===== src/rtl/avalon_arb_pkg.sv =====
// Shared types and widths for the
// read/write Avalon-MM arbiter.
package avalon_arb_pkg;

  localparam int BCW   = 6;
  localparam int PENDW = 7;

  typedef enum logic [1:0] {
    IDLE,
    WR,
    RD
  } state_t;

  // A zero burstcount is illegal; treat it as one beat.
  function automatic logic [BCW-1:0] bc_fix(
    input logic [BCW-1:0] bc
  );
    return (bc == '0) ? BCW'(1) : bc;
  endfunction

endpackage


===== src/rtl/avalon_rd_pend_ctr.sv =====
// Outstanding read-beat counter with
// room check against the return capacity.
module avalon_rd_pend_ctr
  import avalon_arb_pkg::*;
#(
  parameter int MAX_PEND = 64
) (
  input  logic             clk,
  input  logic             reset_n,
  input  logic [BCW-1:0]   add,
  input  logic             add_en,
  input  logic             dec,
  output logic [PENDW-1:0] count,
  output logic             room
);

  logic [PENDW:0] sum;

  assign sum = {1'b0, count}
             + {{(PENDW+1-BCW){1'b0}}, bc_fix(add)};

  assign room = (sum <= (PENDW+1)'(MAX_PEND));

  // Add accepted bursts, retire returned beats, floor at zero
  always_ff @(posedge clk) begin
    if (!reset_n) begin
      count <= '0;
    end else if (add_en) begin
      if (dec) begin
        count <= PENDW'(sum - (PENDW+1)'(1));
      end else begin
        count <= PENDW'(sum);
      end
    end else if (dec && count != '0) begin
      count <= count - PENDW'(1);
    end
  end

  // Flag a returned beat with nothing outstanding
  always_ff @(posedge clk) begin
    if (reset_n && dec && !add_en) begin
      assert (count != '0);
    end
  end

endmodule


===== src/rtl/avalon_rw_arbiter.sv =====
// Round-robin, burst-aware merge of the
// write and read masters onto one port.
module avalon_rw_arbiter
  import avalon_arb_pkg::*;
#(
  parameter int AW       = 17,
  parameter int DW       = 16,
  parameter int MAX_PEND = 64
) (
  input  logic           clk,
  input  logic           reset_n,
  input  logic [AW-1:0]  wr_address,
  input  logic           wr_write,
  input  logic [DW-1:0]  wr_writedata,
  input  logic [BCW-1:0] wr_burstcount,
  output logic           wr_waitrequest,
  input  logic [AW-1:0]  rd_address,
  input  logic           rd_read,
  input  logic [BCW-1:0] rd_burstcount,
  output logic           rd_waitrequest,
  output logic           rd_readdatavalid,
  output logic [DW-1:0]  rd_readdata,
  output logic [AW-1:0]  avm_address,
  output logic           avm_write,
  output logic           avm_read,
  output logic [DW-1:0]  avm_writedata,
  output logic [BCW-1:0] avm_burstcount,
  input  logic           avm_waitrequest,
  input  logic           avm_readdatavalid,
  input  logic [DW-1:0]  avm_readdata
);

  state_t           state, state_nx;
  logic [BCW-1:0]   beats, beats_nx;
  logic             last_wr, last_wr_nx;
  logic             wr_begun, wr_begun_nx;
  logic [PENDW-1:0] pend;
  logic             room;
  logic             rd_elig;
  logic             rd_acc;
  logic             wr_acc;

  assign rd_readdatavalid = avm_readdatavalid;
  assign rd_readdata      = avm_readdata;

  avalon_rd_pend_ctr #(
    .MAX_PEND (MAX_PEND)
  ) u_pend (
    .clk     (clk),
    .reset_n (reset_n),
    .add     (rd_burstcount),
    .add_en  (rd_acc),
    .dec     (avm_readdatavalid),
    .count   (pend),
    .room    (room)
  );

  // Arbiter state, remaining write beats and fairness flag
  always_ff @(posedge clk) begin
    if (!reset_n) begin
      state    <= IDLE;
      beats    <= '0;
      last_wr  <= 1'b1;
      wr_begun <= 1'b0;
    end else begin
      state    <= state_nx;
      beats    <= beats_nx;
      last_wr  <= last_wr_nx;
      wr_begun <= wr_begun_nx;
    end
  end

  // Grant decision, burst tracking and port muxing
  always_comb begin
    state_nx       = state;
    beats_nx       = beats;
    last_wr_nx     = last_wr;
    wr_begun_nx    = wr_begun;
    avm_write      = 1'b0;
    avm_read       = 1'b0;
    wr_waitrequest = 1'b1;
    rd_waitrequest = 1'b1;
    avm_address    = wr_address;
    avm_burstcount = wr_burstcount;
    avm_writedata  = wr_writedata;
    rd_elig        = rd_read & room;
    rd_acc         = 1'b0;
    wr_acc         = 1'b0;
    unique case (state)
      IDLE: begin
        unique case (1'b1)
          (rd_elig && (!wr_write || last_wr)): begin
            state_nx   = RD;
            last_wr_nx = 1'b0;
          end
          (wr_write && (!rd_elig || !last_wr)): begin
            state_nx    = WR;
            last_wr_nx  = 1'b1;
            beats_nx    = bc_fix(wr_burstcount);
            wr_begun_nx = 1'b0;
          end
          default: ;
        endcase
      end
      WR: begin
        avm_write      = wr_write;
        wr_waitrequest = avm_waitrequest;
        wr_acc         = wr_write & ~avm_waitrequest;
        if (wr_acc) begin
          beats_nx    = beats - BCW'(1);
          wr_begun_nx = 1'b1;
          if (beats == BCW'(1)) begin
            state_nx = IDLE;
          end
        end else if (!wr_write && !wr_begun) begin
          state_nx = IDLE;
        end
      end
      RD: begin
        avm_read       = rd_read;
        rd_waitrequest = avm_waitrequest;
        avm_address    = rd_address;
        avm_burstcount = rd_burstcount;
        rd_acc         = rd_read & ~avm_waitrequest;
        if (!rd_read || rd_acc) begin
          state_nx = IDLE;
        end
      end
      default: state_nx = IDLE;
    endcase
  end

endmodule


===== config.mk =====
export PLATFORM = sky130hd
export DESIGN_NAME = avalon_rw_arbiter
export DESIGN_NICKNAME = d
export VERILOG_FILES = /design/src/rtl/avalon_arb_pkg.sv /design/src/rtl/avalon_rd_pend_ctr.sv /design/src/rtl/avalon_rw_arbiter.sv
export SDC_FILE = /design/constraint.sdc
export NUM_CORES = 1
export LEC_CHECK = 0
export ABC_AREA = 1
export ABC_CLOCK_PERIOD_IN_PS = 7300
export CORE_MARGIN = 2
export CORE_UTILIZATION = 40
export CTS_BUF_LIST = sky130_fd_sc_hd__clkbuf_8
export DETAILED_ROUTE_END_ITERATION = 8
export GPL_TIMING_DRIVEN = 0
export PLACE_DENSITY = 0.95
export SLEW_MARGIN = 10
export SYNTH_ARGS = -nofsm -noshare
export SYNTH_HDL_FRONTEND = slang
export SYNTH_SLANG_ARGS = --single-unit

===== constraint.sdc =====
create_clock -name clk -period 7.3 [get_ports clk]
set_input_delay 1.095 -clock clk [delete_from_list [all_inputs] [get_ports clk]]
set_output_delay 1.095 -clock clk [all_outputs]
set_load 0.01 [all_outputs]

# Yosys cells after proc, flatten, opt, wreduce, memory -nomap -nowiden
# Index checks and enable logic that the tools add are counted.
[totals]
reg_bits = 17
in_bits = 84
output_inout_bits = 60
[classes]
n_addsub = 4
order_cmp = 1
eq_ne = 9
mux = 25
n_bitwise = 4
reduce_logical = 22
[op_table]
columns = ["op", "count"]
rows = [
  ["6-bit 2-to-1 mux", 5],
  ["7-bit 2-to-1 mux", 3],
  ["17-bit 2-to-1 mux", 1],
  ["7-bit by 1-bit subtractor with 7-bit output (second input constant)", 2],
  ["6-bit zero test", 2],
  ["6-bit one-hot mux with 2 select lines", 1],
  ["3-bit != test (second input constant)", 3],
  ["7-bit by 6-bit adder with 8-bit output", 1],
  ["8-bit by 7-bit less-or-equal comparator with 1-bit output (second input constant)", 1],
  ["2-bit 2-to-1 mux", 4],
  ["1-bit 2-to-1 mux", 7],
  ["7-bit nonzero test", 1],
  ["6-bit by 1-bit == test with 1-bit output (second input constant)", 1],
  ["2-bit != test (second input constant)", 3],
  ["2-bit one-hot mux with 3 select lines", 1],
  ["2-bit nonzero test", 3],
  ["6-bit by 1-bit subtractor with 6-bit output (second input constant)", 1],
  ["1-bit zero test", 5],
  ["1-bit logical AND", 4],
  ["1-bit one-hot mux with 2 select lines", 2],
  ["2-bit one-hot mux with 2 select lines", 1],
  ["4-bit AND reduction", 1],
  ["1-bit bitwise AND", 3],
  ["1-bit logical OR", 3],
  ["other kinds (6)", 6],
]

# Logic depth before layout (Yosys ltp)
# Gate-level depths: netlist of run 1.
[depth]
ltp_word = 10
mapped_depth = 19

# Cells and area by module
# From an unflattened synthesis of run 1, not the netlist that was laid out.
[hier_totals]
hier_cells = 378
area_unflattened_um2 = 2185.8
[modules_own_cells]
columns = ["mod", "n_inst", "cells_per_inst", "area_each_um2"]
rows = [
  ["avalon_rw_arbiter", 1, 219, 1223.7],
  ["avalon_rd_pend_ctr", 1, 159, 962.2],
]

# Worst setup path after synthesis of run 1
# No wires, ideal clock.
[synth_path]
path_kind = "input -> register"
from = "in rd_burstcount[1]"
to = "reg beats[1]"
setup_ps = 113
t_arrival_ps = 3036
setup_slack_ps = 4151
stages = 17
path_buffers = 0
path_cell_list = "inv_1 > nand3_1 > o21bai_1 > ha_1 > inv_1 > fa_1 > nand3b_1 > nand3_1 > nand2_1 > nor2_4 > nand3_2 > nand2_1 > nand3_2 > nand3_4 > nand2_4 > nor2_1 > nor2_1"
[synth_between]
elab_chain_cells = 10
[synth_lines]
columns = ["element", "line_no", "text"]
rows = [
  ["start, declared", "avalon_rw_arbiter.sv:19", "input logic [BCW-1:0] rd_burstcount,"],
  ["6-bit zero test", "avalon_arb_pkg.sv:18", "return (bc == '0) ? BCW'(1) : bc;"],
  ["6-bit 2-to-1 mux (*)", "avalon_arb_pkg.sv:18", ""],
  ["7-bit by 6-bit adder with 8-bit output (*)", "avalon_rd_pend_ctr.sv:20", "+ {{(PENDW+1-BCW){1'b0}}, bc_fix(add)};"],
  ["8-bit by 7-bit less-or-equal comparator with 1-bit output (*)", "avalon_rd_pend_ctr.sv:22", "assign room = (sum <= (PENDW+1)'(MAX_PEND));"],
  ["1-bit bitwise AND (*)", "avalon_rw_arbiter.sv:86", "rd_elig = rd_read & room;"],
  ["1-bit zero test (*)", "avalon_rw_arbiter.sv:96", "(wr_write && (!rd_elig || !last_wr)): begin"],
  ["1-bit logical OR (*)", "avalon_rw_arbiter.sv:96", ""],
  ["1-bit logical AND (*)", "avalon_rw_arbiter.sv:96", ""],
  ["2-bit != test (no source line) (*)", "--", ""],
  ["3-bit AND reduction (no source line) (*)", "--", ""],
  ["end signal, assigned", "avalon_rw_arbiter.sv:67", "beats <= beats_nx;"],
  ["end, declared", "avalon_rw_arbiter.sv:34", "logic [BCW-1:0] beats, beats_nx;"],
]
# Every way passes the cells marked *; elsewhere a longest branch is shown, timed or not.
# A chain may end at the register's enable or synchronous reset.

# Final worst setup path of run 1
[layout_path]
from = "in rd_burstcount[1]"
to = "reg state[1]"
[layout_between]
elab_chain_cells = 10
elab_cells_between_ends = 13
cone_classes = "add/sub (1); order compare (1); eq/ne (1); mux (3); bitwise (1); reduce/logical (6)"
[layout_lines]
columns = ["element", "line_no", "text"]
rows = [
  ["6-bit zero test", "avalon_arb_pkg.sv:18", ""],
  ["6-bit 2-to-1 mux (*)", "avalon_arb_pkg.sv:18", ""],
  ["7-bit by 6-bit adder with 8-bit output (*)", "avalon_rd_pend_ctr.sv:20", ""],
  ["8-bit by 7-bit less-or-equal comparator with 1-bit output (*)", "avalon_rd_pend_ctr.sv:22", ""],
  ["1-bit bitwise AND (*)", "avalon_rw_arbiter.sv:86", ""],
  ["1-bit zero test", "avalon_rw_arbiter.sv:96", ""],
  ["1-bit logical OR", "avalon_rw_arbiter.sv:96", ""],
  ["1-bit logical AND", "avalon_rw_arbiter.sv:96", ""],
  ["2-bit one-hot mux with 2 select lines / 3-bit != test (equally long branches)", "--", ""],
  ["2-bit one-hot mux with 3 select lines / 4-bit AND reduction (equally long branches)", "--", ""],
  ["end signal, assigned", "avalon_rw_arbiter.sv:66", "state <= state_nx;"],
  ["end, declared", "avalon_rw_arbiter.sv:33", "state_t state, state_nx;"],
]
# Marks and branches as above.

==> results of run 1 <==
## metrics by stage
stage	setup slack [ns]	instance area [um2]	utilization, %
floorplan	4.15	2100	-
global placement	3.47	3300	65.0
detailed placement	3.38	3300	65.0
CTS	3.64	3340	65.9
global route	3.36	3340	65.9
finish	3.64	3340	65.9
## worst max-delay path, cell delays in order
cell	delay [ns]
clkdlybuf4s50_1	0.48
inv_1	0.13
nand3_1	0.08
o21bai_1	0.14
ha_1	0.21
inv_1	0.06
fa_1	0.42
nand3b_1	0.20
nand3_1	0.10
nand2_1	0.11
nor2_4	0.16
nand3_2	0.08
a21boi_0	0.24
o2111ai_1	0.14
a21oi_1	0.18
## state kept, by name (all words and copies together) (netlist names)
name	flops
wr_begun	1
beats	6
state	2
u_pend.count	7
last_wr	1
## kinds of logic after synthesis
kind of cell    synth area share, %
mux                           0.477
compound gates                 14.5
fa+ha+maj                      8.10
flops                          16.2
buf+inv                        21.5
simple gates                   35.6
xor+xnor                       3.70
## synthesized netlist by cell type (2+ instances only)
cell type / n / share of area (%)
nand2_1: 109 / 19
a211oi_1: 2 / 0.71
a21oi_1: 13 / 3.1
nor3_1: 4 / 0.95
xnor2_1: 2 / 0.83
inv_1: 41 / 7.3
dfxtp_1: 17 / 16
xor2_1: 5 / 2.1
nand3_1: 16 / 3.8
ha_1: 12 / 7.2
o21ai_0: 20 / 4.8
o211ai_1: 3 / 1.1
o21bai_1: 2 / 0.71
clkbuf_1: 7 / 1.3
a31oi_1: 5 / 1.5
buf_4: 33 / 12
nor2_1: 36 / 6.4
nand3_2: 3 / 1.4
## routing by layer
layer / GRT usage [%] / wire (um) / vias to the layer above / share of wire, %
li1: - / - / 1310 / -
met1: 28.2 / 2890 / 1160 / 41
met2: 43.8 / 3560 / 113 / 50
met3: 4.38 / 480 / 19 / 6.8
met4: 7.09 / 174 / 0 / 2.4
met5: 0 / 0 / - / 0
## cell type report
| cell class | count | area [um2] |
|---|---|---|
| Clock inverter | 1 | 5.00 |
| Sequential cell | 17 | 340 |
| Timing Repair Buffer | 111 | 1110 |
| Multi-Input combinational cell | 250 | 1310 |
| Inverter | 42 | 158 |
| Tap cell | 70 | 87.6 |
| Buffer | 42 | 293 |
| Clock buffer | 3 | 41.3 |
| Fill cell | 439 | 1730 |
## cell usage in the layout (no fill, tap or decap), types with 2 or more instances in the layout
cell type | netlist | routed
clkbuf_1 | 7 | 7
inv_1 | 41 | 41
o211ai_1 | 3 | 3
nand3_1 | 16 | 16
nand3_2 | 3 | 3
nand2_1 | 109 | 109
a21oi_1 | 13 | 13
buf_4 | 33 | 33
a31oi_1 | 5 | 5
o21bai_1 | 2 | 2
nor3_1 | 4 | 4
clkdlybuf4s50_1 | 0 | 111
xor2_1 | 5 | 5
clkbuf_8 | 1 | 4
a211oi_1 | 2 | 2
nor2_1 | 36 | 36
dfxtp_1 | 17 | 17
o21ai_0 | 20 | 20
xnor2_1 | 2 | 2
ha_1 | 12 | 12
## report_power, final
part | internal [uW] | switching [uW] | leakage [uW] | total [uW]
logic | 258 | 317 | 0.00142 | 574
clock network | 37.9 | 34.2 | 0.0000255 | 72.2
registers | 124 | 35.8 | 0.000141 | 159
## worst max-delay path by stage
stage                          start        to  slack (ns)  depth (start not counted)
detailed placement  rd_burstcount[2]  beats[2]        3.38                         19
finish              rd_burstcount[1]  state[1]        3.64                         15
global placement    rd_burstcount[1]  beats[1]        3.47                         18
floorplan           rd_burstcount[1]  beats[1]        4.15                         17
global route        rd_burstcount[1]  state[1]        3.36                         14
CTS                 rd_burstcount[2]  beats[2]        3.64                         19
==> results.toml, run 1 <==
[hold_path]
hold_path.class = "flop to flop"
hold_end = "beats[1]"
hold_start = "beats[1]"
holdPathStages = 2

[detailed_routing]
post_drt_wl_per_cell_um = 13.3
drc = 0
drt_iter0_drc = 146
first_pass_iters = 4
drt_wl_total_mm = 7.11
ant_nets = 0
avgViaCountPerCell = 4.85
vias = 2602

[timing]
timing.hold.ws_ns = 0.511
maxSlewViolCount = 0
max_slew_margin_pct = 71.9
grt_setup_unrepaired = "false"
max_freq_mhz = 273
timing.setup.tns_ns = 0
setup_viol = 0
worst_pin_slew_ns = 0.421
finalClockSkew_ns = 0.00477
finalCritPeriodShare_pct = 50.2
hold_viol = 0
min_period_ns = 3.66

[die]
coreArea_um2 = 5070
dieArea_um2 = 5840
rows = 26
num_io_pins = 144
die_height_um = 76.5
initial_core_util_pct = 41.4
die_w_um = 76.5

[setup_path]
worst_setup_path_end_kind = "flop"
cp_max_fo = 4
reg2reg_depth = 11
reg2reg_from = "u_pend.count[0]"
regToRegEndpoint = "state[1]"
cp.required_ns = 7.48
worst_ep_arrival_time_ns = 3.84
r2r_slack_ns = 4.87
path_class = "input port to flop"
critical_path.startpoint_type = "input port"

[synthesis]
postSynth.asyncResetShare_pct = 0
yosys.cell_types.count = 39
syn-instance-count = 351
ys_warn_count = 0
synth-seq-cells = 17
synth_edf_count = 0
synth_fp_nets = 448
syn_area_um2 = 2100
synth.avg_cell_area_um2 = 5.98
dominantRegCellSynth = "dfxtp_1"
ys_seq_area_share_pct = 16.2

[layout]
drive_gt1_share_pct = 10.5
antennaDiodeCount = 0
final_cells = 536
final_nets = 564
layout-area-overhead-vs-synth_pct = 59.3

[placement]
io_buffer_count = 111
place.gp.congestion = 0.877
dpl.cell_count = 532
dp_hpwl_mm = 6.03

[pwr]
p_per_area_nw_per_um2 = 241
peakVddDrop_mv = 0.153
power_leakage_uw = 0.00159
finalPower_uw = 806

[clock_tree]
ctsHoldBuffers = 0
cts_resized = 0
clockBufferDepth = 2
cts_tree = "yes"
root_buffer = "clkbuf_8"
clkSinkCount = 17
numCtsBuffers = 3
cts_setup_buffers = 0
h-tree-depth = 1
clk_latency_ns = 0.26
clk_pin_slew_ns = 0.07

[global_routing]
grt-ovfl-total = 0
grt_max_degree = 11
grt_antenna_before_repair = 0
grt_use_total_pct = 23.9
grt_pass1_vias = 2487
grt_pass1_wl_mm = 11.7

[outcome]
run_status = "finished clean"

[job]
cap_violations = 0
No activity file was read; power rests on OpenSTA's default activity.
==> inputs of run 2 (changes only) <==
- ABC_CLOCK_PERIOD_IN_PS: 7300 -> 3800
- CORE_UTILIZATION: 40 -> 37
- PLACE_DENSITY: 0.95 -> 0.91
- clock period: 7.3 -> 3.8 ns (I/O delays scaled with it)
==> results.toml, run 2 (synthesis results as in run 1) <==
[pwr]
power_leakage_uw = 0.00159
p_per_area_nw_per_um2 = 460
peakVddDrop_mv = 0.264

[detailed_routing]
first_pass_iters = 4
ant_nets = 0
drt_iter0_drc = 117
avgViaCountPerCell = 4.78
vias = 2570
drc = 0
post_drt_wl_per_cell_um = 13.1
drt_wl_total_mm = 7.03

[layout]
largest_register = "u_pend.count"
antennaDiodeCount = 0
final_common_cell = "clkdlybuf4s50_1"
layout-area-overhead-vs-synth_pct = 59.4
fillCellCount = 483
drive_gt1_share_pct = 10.3
final_nets = 564
layout_common_cells = "111 x clkdlybuf4s50_1, 109 x nand2_1, 42 x inv_1"
final_cells = 538
largest_reg_flops = 7
largestRegisters = "u_pend.count (7), beats (6), state (2)"
final_area_um2 = 3350

[global_routing]
grt-ovfl-total = 0
grt_max_degree = 11
grt_pass1_vias = 2397
grt_use_total_pct = 21.5
grt_pass1_wl_mm = 11.0
grt_antenna_before_repair = 0

[placement]
io_buffer_count = 111
dp_slack_ns = 0.436
dp_hpwl_mm = 5.96
place.gp.congestion = 0.933
dpl.cell_count = 534
place_area_um2 = 3300

[clock_tree]
clk_pin_slew_ns = 0.07
clockBufferDepth = 2
cts_tree = "yes"
clkSinkCount = 17
root_buffer = "clkbuf_8"
cts_setup_buffers = 0
numCtsBuffers = 3
cts_resized = 0
clk_latency_ns = 0.25
h-tree-depth = 1
ctsHoldBuffers = 0

[timing]
finalClockSkew_ns = 0.00591
worst_pin_slew_ns = 0.441
finalCritPeriodShare_pct = 82.5
hold_viol = 0
maxSlewViolCount = 0
max_freq_mhz = 319
grt_setup_unrepaired = "false"
setup_viol = 0
min_period_ns = 3.13
max_slew_margin_pct = 70.6
setup_ws_ns = 0.666
timing.setup.tns_ns = 0

[setup_path]
worst_setup_path_end_kind = "flop"
critical_path.cell_chain = "clkdlybuf4s50_1, inv_1, nand3_1, o21bai_1, ha_1, inv_1, fa_1, nand3b_1, nand3_1, nand2_1, nor2_4, nand3_2, a21boi_0, o2111ai_1, a21oi_1"
worst_ep_arrival_time_ns = 3.32
cp_slowest_stage_delay_ns = 0.48
cp.required_ns = 3.99
path_class = "input port to flop"
cp_slowest_cell = "clkdlybuf4s50_1"
cp_max_fo = 4
critical_path.startpoint_type = "input port"

[die]
die_height_um = 79.3
dieArea_um2 = 6290
rows = 27
coreArea_um2 = 5510
num_io_pins = 144
die_w_um = 79.3
initial_core_util_pct = 38.1

[hold_path]
hold_path.class = "flop to flop"

[outcome]
run_status = "finished clean"

[job]
cap_violations = 0
==> run 2: changes by cell type in the layout (fill, tap and decap cells not counted) <==
cell / change
clkinv_2: -1
inv_1: +1
==> run 2: worst max-delay path: cells and delay by family <==
kind | cells | cell delay [ns]
AO/OA/AOI/OAI | 4 | 0.69
adder cells (fa/ha/maj) | 2 | 0.64
buffers and inverters | 3 | 0.67
AND/OR/NAND/NOR | 6 | 0.74
==> run 2: final timing paths <==
path	start	endpoint	slack (ns)	cells after the start
min reg2reg	wr_begun	wr_begun	0.47	2
min	wr_begun	wr_begun	0.47	2
max	rd_burstcount[1]	state[1]	0.67	15
max reg2reg	u_pend.count[0]	state[1]	1.35	11
==> run 2: metal layers <==
layer	GRT usage, %	wire length [um]
met1	25.1	2890
met2	38.9	3480
met5	0	0
met4	6.55	139
met3	4.77	518
==> run 2: area by class of cell <==
type                       count  area (um2)  share of cell area (%)
sequential                    17         340                    10.2
clock inverter                 1        3.75                   0.112
tap                           72        90.1                    2.69
timing repair buffer         111        1110                    33.2
buffer                        42         293                    8.75
clock buffer                   3        41.3                    1.23
multi-input combinational    250        1310                    39.1
inverter                      42         158                    4.71
==> run 2: power breakdown <==
part	internal [uW]	switching, uW
registers	238	69.8
clock network	71.8	63.9
logic	494	601
==> run 2: through the flow <==
step	util, %	hold WS [ns]	total power (uW)
final	60.8	0.474	1540
after global routing	60.8	0.487	1690
after CTS	60.8	0.473	1540
after detailed placement	59.9	0.464	1400
after global placement	59.9	0.456	1350
after floorplan	-	0.441	1020
==> inputs of run 3 (changes only) <==
- ABC_CLOCK_PERIOD_IN_PS: 3800 -> 2600
- CORE_UTILIZATION: 37 -> 33
- PLACE_DENSITY: 0.91 -> 0.86
- clock period: 3.8 -> 2.6 ns (I/O delays scaled with it)
==> results.toml, run 3 (synthesis results as in run 1) <==
[timing]
grt_setup_unrepaired = "true"
max_slew_margin_pct = 70.3
worst_pin_slew_ns = 0.445
max_freq_mhz = 391
setup_ws_ns = 0.0408
finalClockSkew_ns = 0.00155
min_period_ns = 2.56
maxSlewViolCount = 0
setup_viol = 0
finalCritPeriodShare_pct = 98.4
hold_viol = 0
timing.setup.tns_ns = 0

[setup_path]
cp_max_fo = 5
worst_ep_arrival_time_ns = 2.72
startpoint = "rd_burstcount[2]"
path_class = "input port to flop"
worst_setup_path_end_kind = "flop"
cp.required_ns = 2.76
cp-endpoint = "beats[0]"
r2r_slack_ns = 0.10
reg2reg_depth = 15
regToRegEndpoint = "beats[0]"
reg2reg_from = "u_pend.count[0]"
critical_path.startpoint_type = "input port"

[layout]
layout_common_cells = "105 x clkdlybuf4s50_1, 104 x nand2_1, 41 x buf_4"
largest_reg_flops = 7
largestRegisters = "u_pend.count (7), beats (6), state (2)"
final_nets = 573
post-route-util_pct = 55.8
largest_register = "u_pend.count"
layout-area-overhead-vs-synth_pct = 65.7
drive_gt1_share_pct = 16.4
fillCellCount = 584
antennaDiodeCount = 0
final_common_cell = "clkdlybuf4s50_1"
final_cells = 552

[die]
die_height_um = 83.8
dieArea_um2 = 7020
initial_core_util_pct = 33.6
coreArea_um2 = 6240
num_io_pins = 144
die_w_um = 83.8
rows = 29

[global_routing]
grt_pass1_vias = 2465
grt_pass1_wl_mm = 11.4
grt_use_total_pct = 19.2
grt_max_degree = 11
grt_antenna_before_repair = 0
grt-ovfl-total = 0

[detailed_routing]
drt_iter0_drc = 88
ant_nets = 0
drc = 0
drt_wl_total_mm = 6.95
first_pass_iters = 4
avgViaCountPerCell = 4.77
vias = 2635
post_drt_wl_per_cell_um = 12.6

[placement]
dpl.cell_count = 539
io_buffer_count = 111
dp_slack_ns = -0.679
place.gp.congestion = 0.860
dp_hpwl_mm = 5.61

[clock_tree]
numCtsBuffers = 3
cts_tree = "yes"
clk_pin_slew_ns = 0.07
clk_latency_ns = 0.26
clkSinkCount = 17
clockBufferDepth = 2
root_buffer = "clkbuf_8"
h-tree-depth = 1

[pwr]
power_leakage_uw = 0.00165
combPwrFrac_pct = 72.1
switchingPower_uw = 1130
peakVddDrop_mv = 0.311
p_per_area_nw_per_um2 = 679
clkPwrFrac_pct = 8.9
seqPwrFrac_pct = 19.0
p_int_uw = 1230
switching_share_pct = 47.8

[outcome]
run_status = "finished clean"

[hold_path]
hold_path.class = "flop to flop"

[job]
cap_violations = 0
==> run 3: through the flow <==
step	total power (uW)	area, um2	hold WS, ns
global placement	1980	3310	0.455
detailed placement	2030	3310	0.465
CTS	2310	3420	0.475
finish	2360	3480	0.472
global route	2590	3480	0.489
floorplan	1490	2100	0.441
==> run 3: power groups by stage <==
| stage | combinational [uW] | clock (uW) | sequential, uW |
|---|---|---|---|
| floorplan | 1070 | 0 | 421 |
| global route | 1910 | 222 | 458 |
| CTS | 1660 | 206 | 444 |
| global placement | 1530 | 0 | 445 |
| finish | 1710 | 210 | 449 |
| detailed placement | 1580 | 0 | 449 |
==> run 3: critical path, cell delays in order <==
cell      delay (ns)
buf_8           0.10
nor2_4          0.10
nand3_2         0.09
o21bai_4        0.13
ha_2            0.19
inv_2           0.04
fa_2            0.39
nand3b_1        0.22
nand2_2         0.12
nand2_1         0.08
nand2_2         0.11
nor2_4          0.06
nand3_2         0.07
nand2_2         0.06
nand3_2         0.07
nand3_4         0.13
buf_4           0.18
a21oi_1         0.13
nor2_1          0.06
==> run 3: how the worst min path moves through the flow <==
| stage | slack (ns) | endpoint | cells after the start | from |
|---|---|---|---|---|
| finish | 0.47 | wr_begun | 2 | wr_begun |
| CTS | 0.47 | wr_begun | 2 | wr_begun |
| floorplan | 0.44 | wr_begun | 2 | wr_begun |
| global route | 0.49 | wr_begun | 2 | wr_begun |
| global placement | 0.45 | wr_begun | 2 | wr_begun |
| detailed placement | 0.46 | wr_begun | 2 | wr_begun |
==> run 3: final cells by class <==
| type | instances | area, um2 | area share [%] |
|---|---|---|---|
| buffer | 42 | 293 | 8.41 |
| clock buffer | 3 | 41.3 | 1.19 |
| clock inverter | 1 | 5.00 | 0.144 |
| inverter | 42 | 158 | 4.53 |
| multi-input combinational | 251 | 1390 | 39.8 |
| sequential | 17 | 340 | 9.78 |
| tap | 77 | 96.3 | 2.77 |
| timing repair buffer | 119 | 1160 | 33.4 |
==> run 3: layer usage <==
metal	wire, um	global-route usage, %	up-vias	share of wire [%]
li1	-	-	1338	-
met1	2790	22.3	1177	40
met2	3580	36.6	111	52
met3	481	3.07	9	6.9
met4	90	4.40	0	1.3
met5	0	0	-	0
==> run 3: repair_timing <==
item	in CTS	in global routing
buffers inserted	3	5
gates cloned	1	0
endpoints found under the hold margin	0	0
gates resized for setup	26	17
pin swaps	10	11
setup endpoints to repair	16	22
hold buffers	0	0
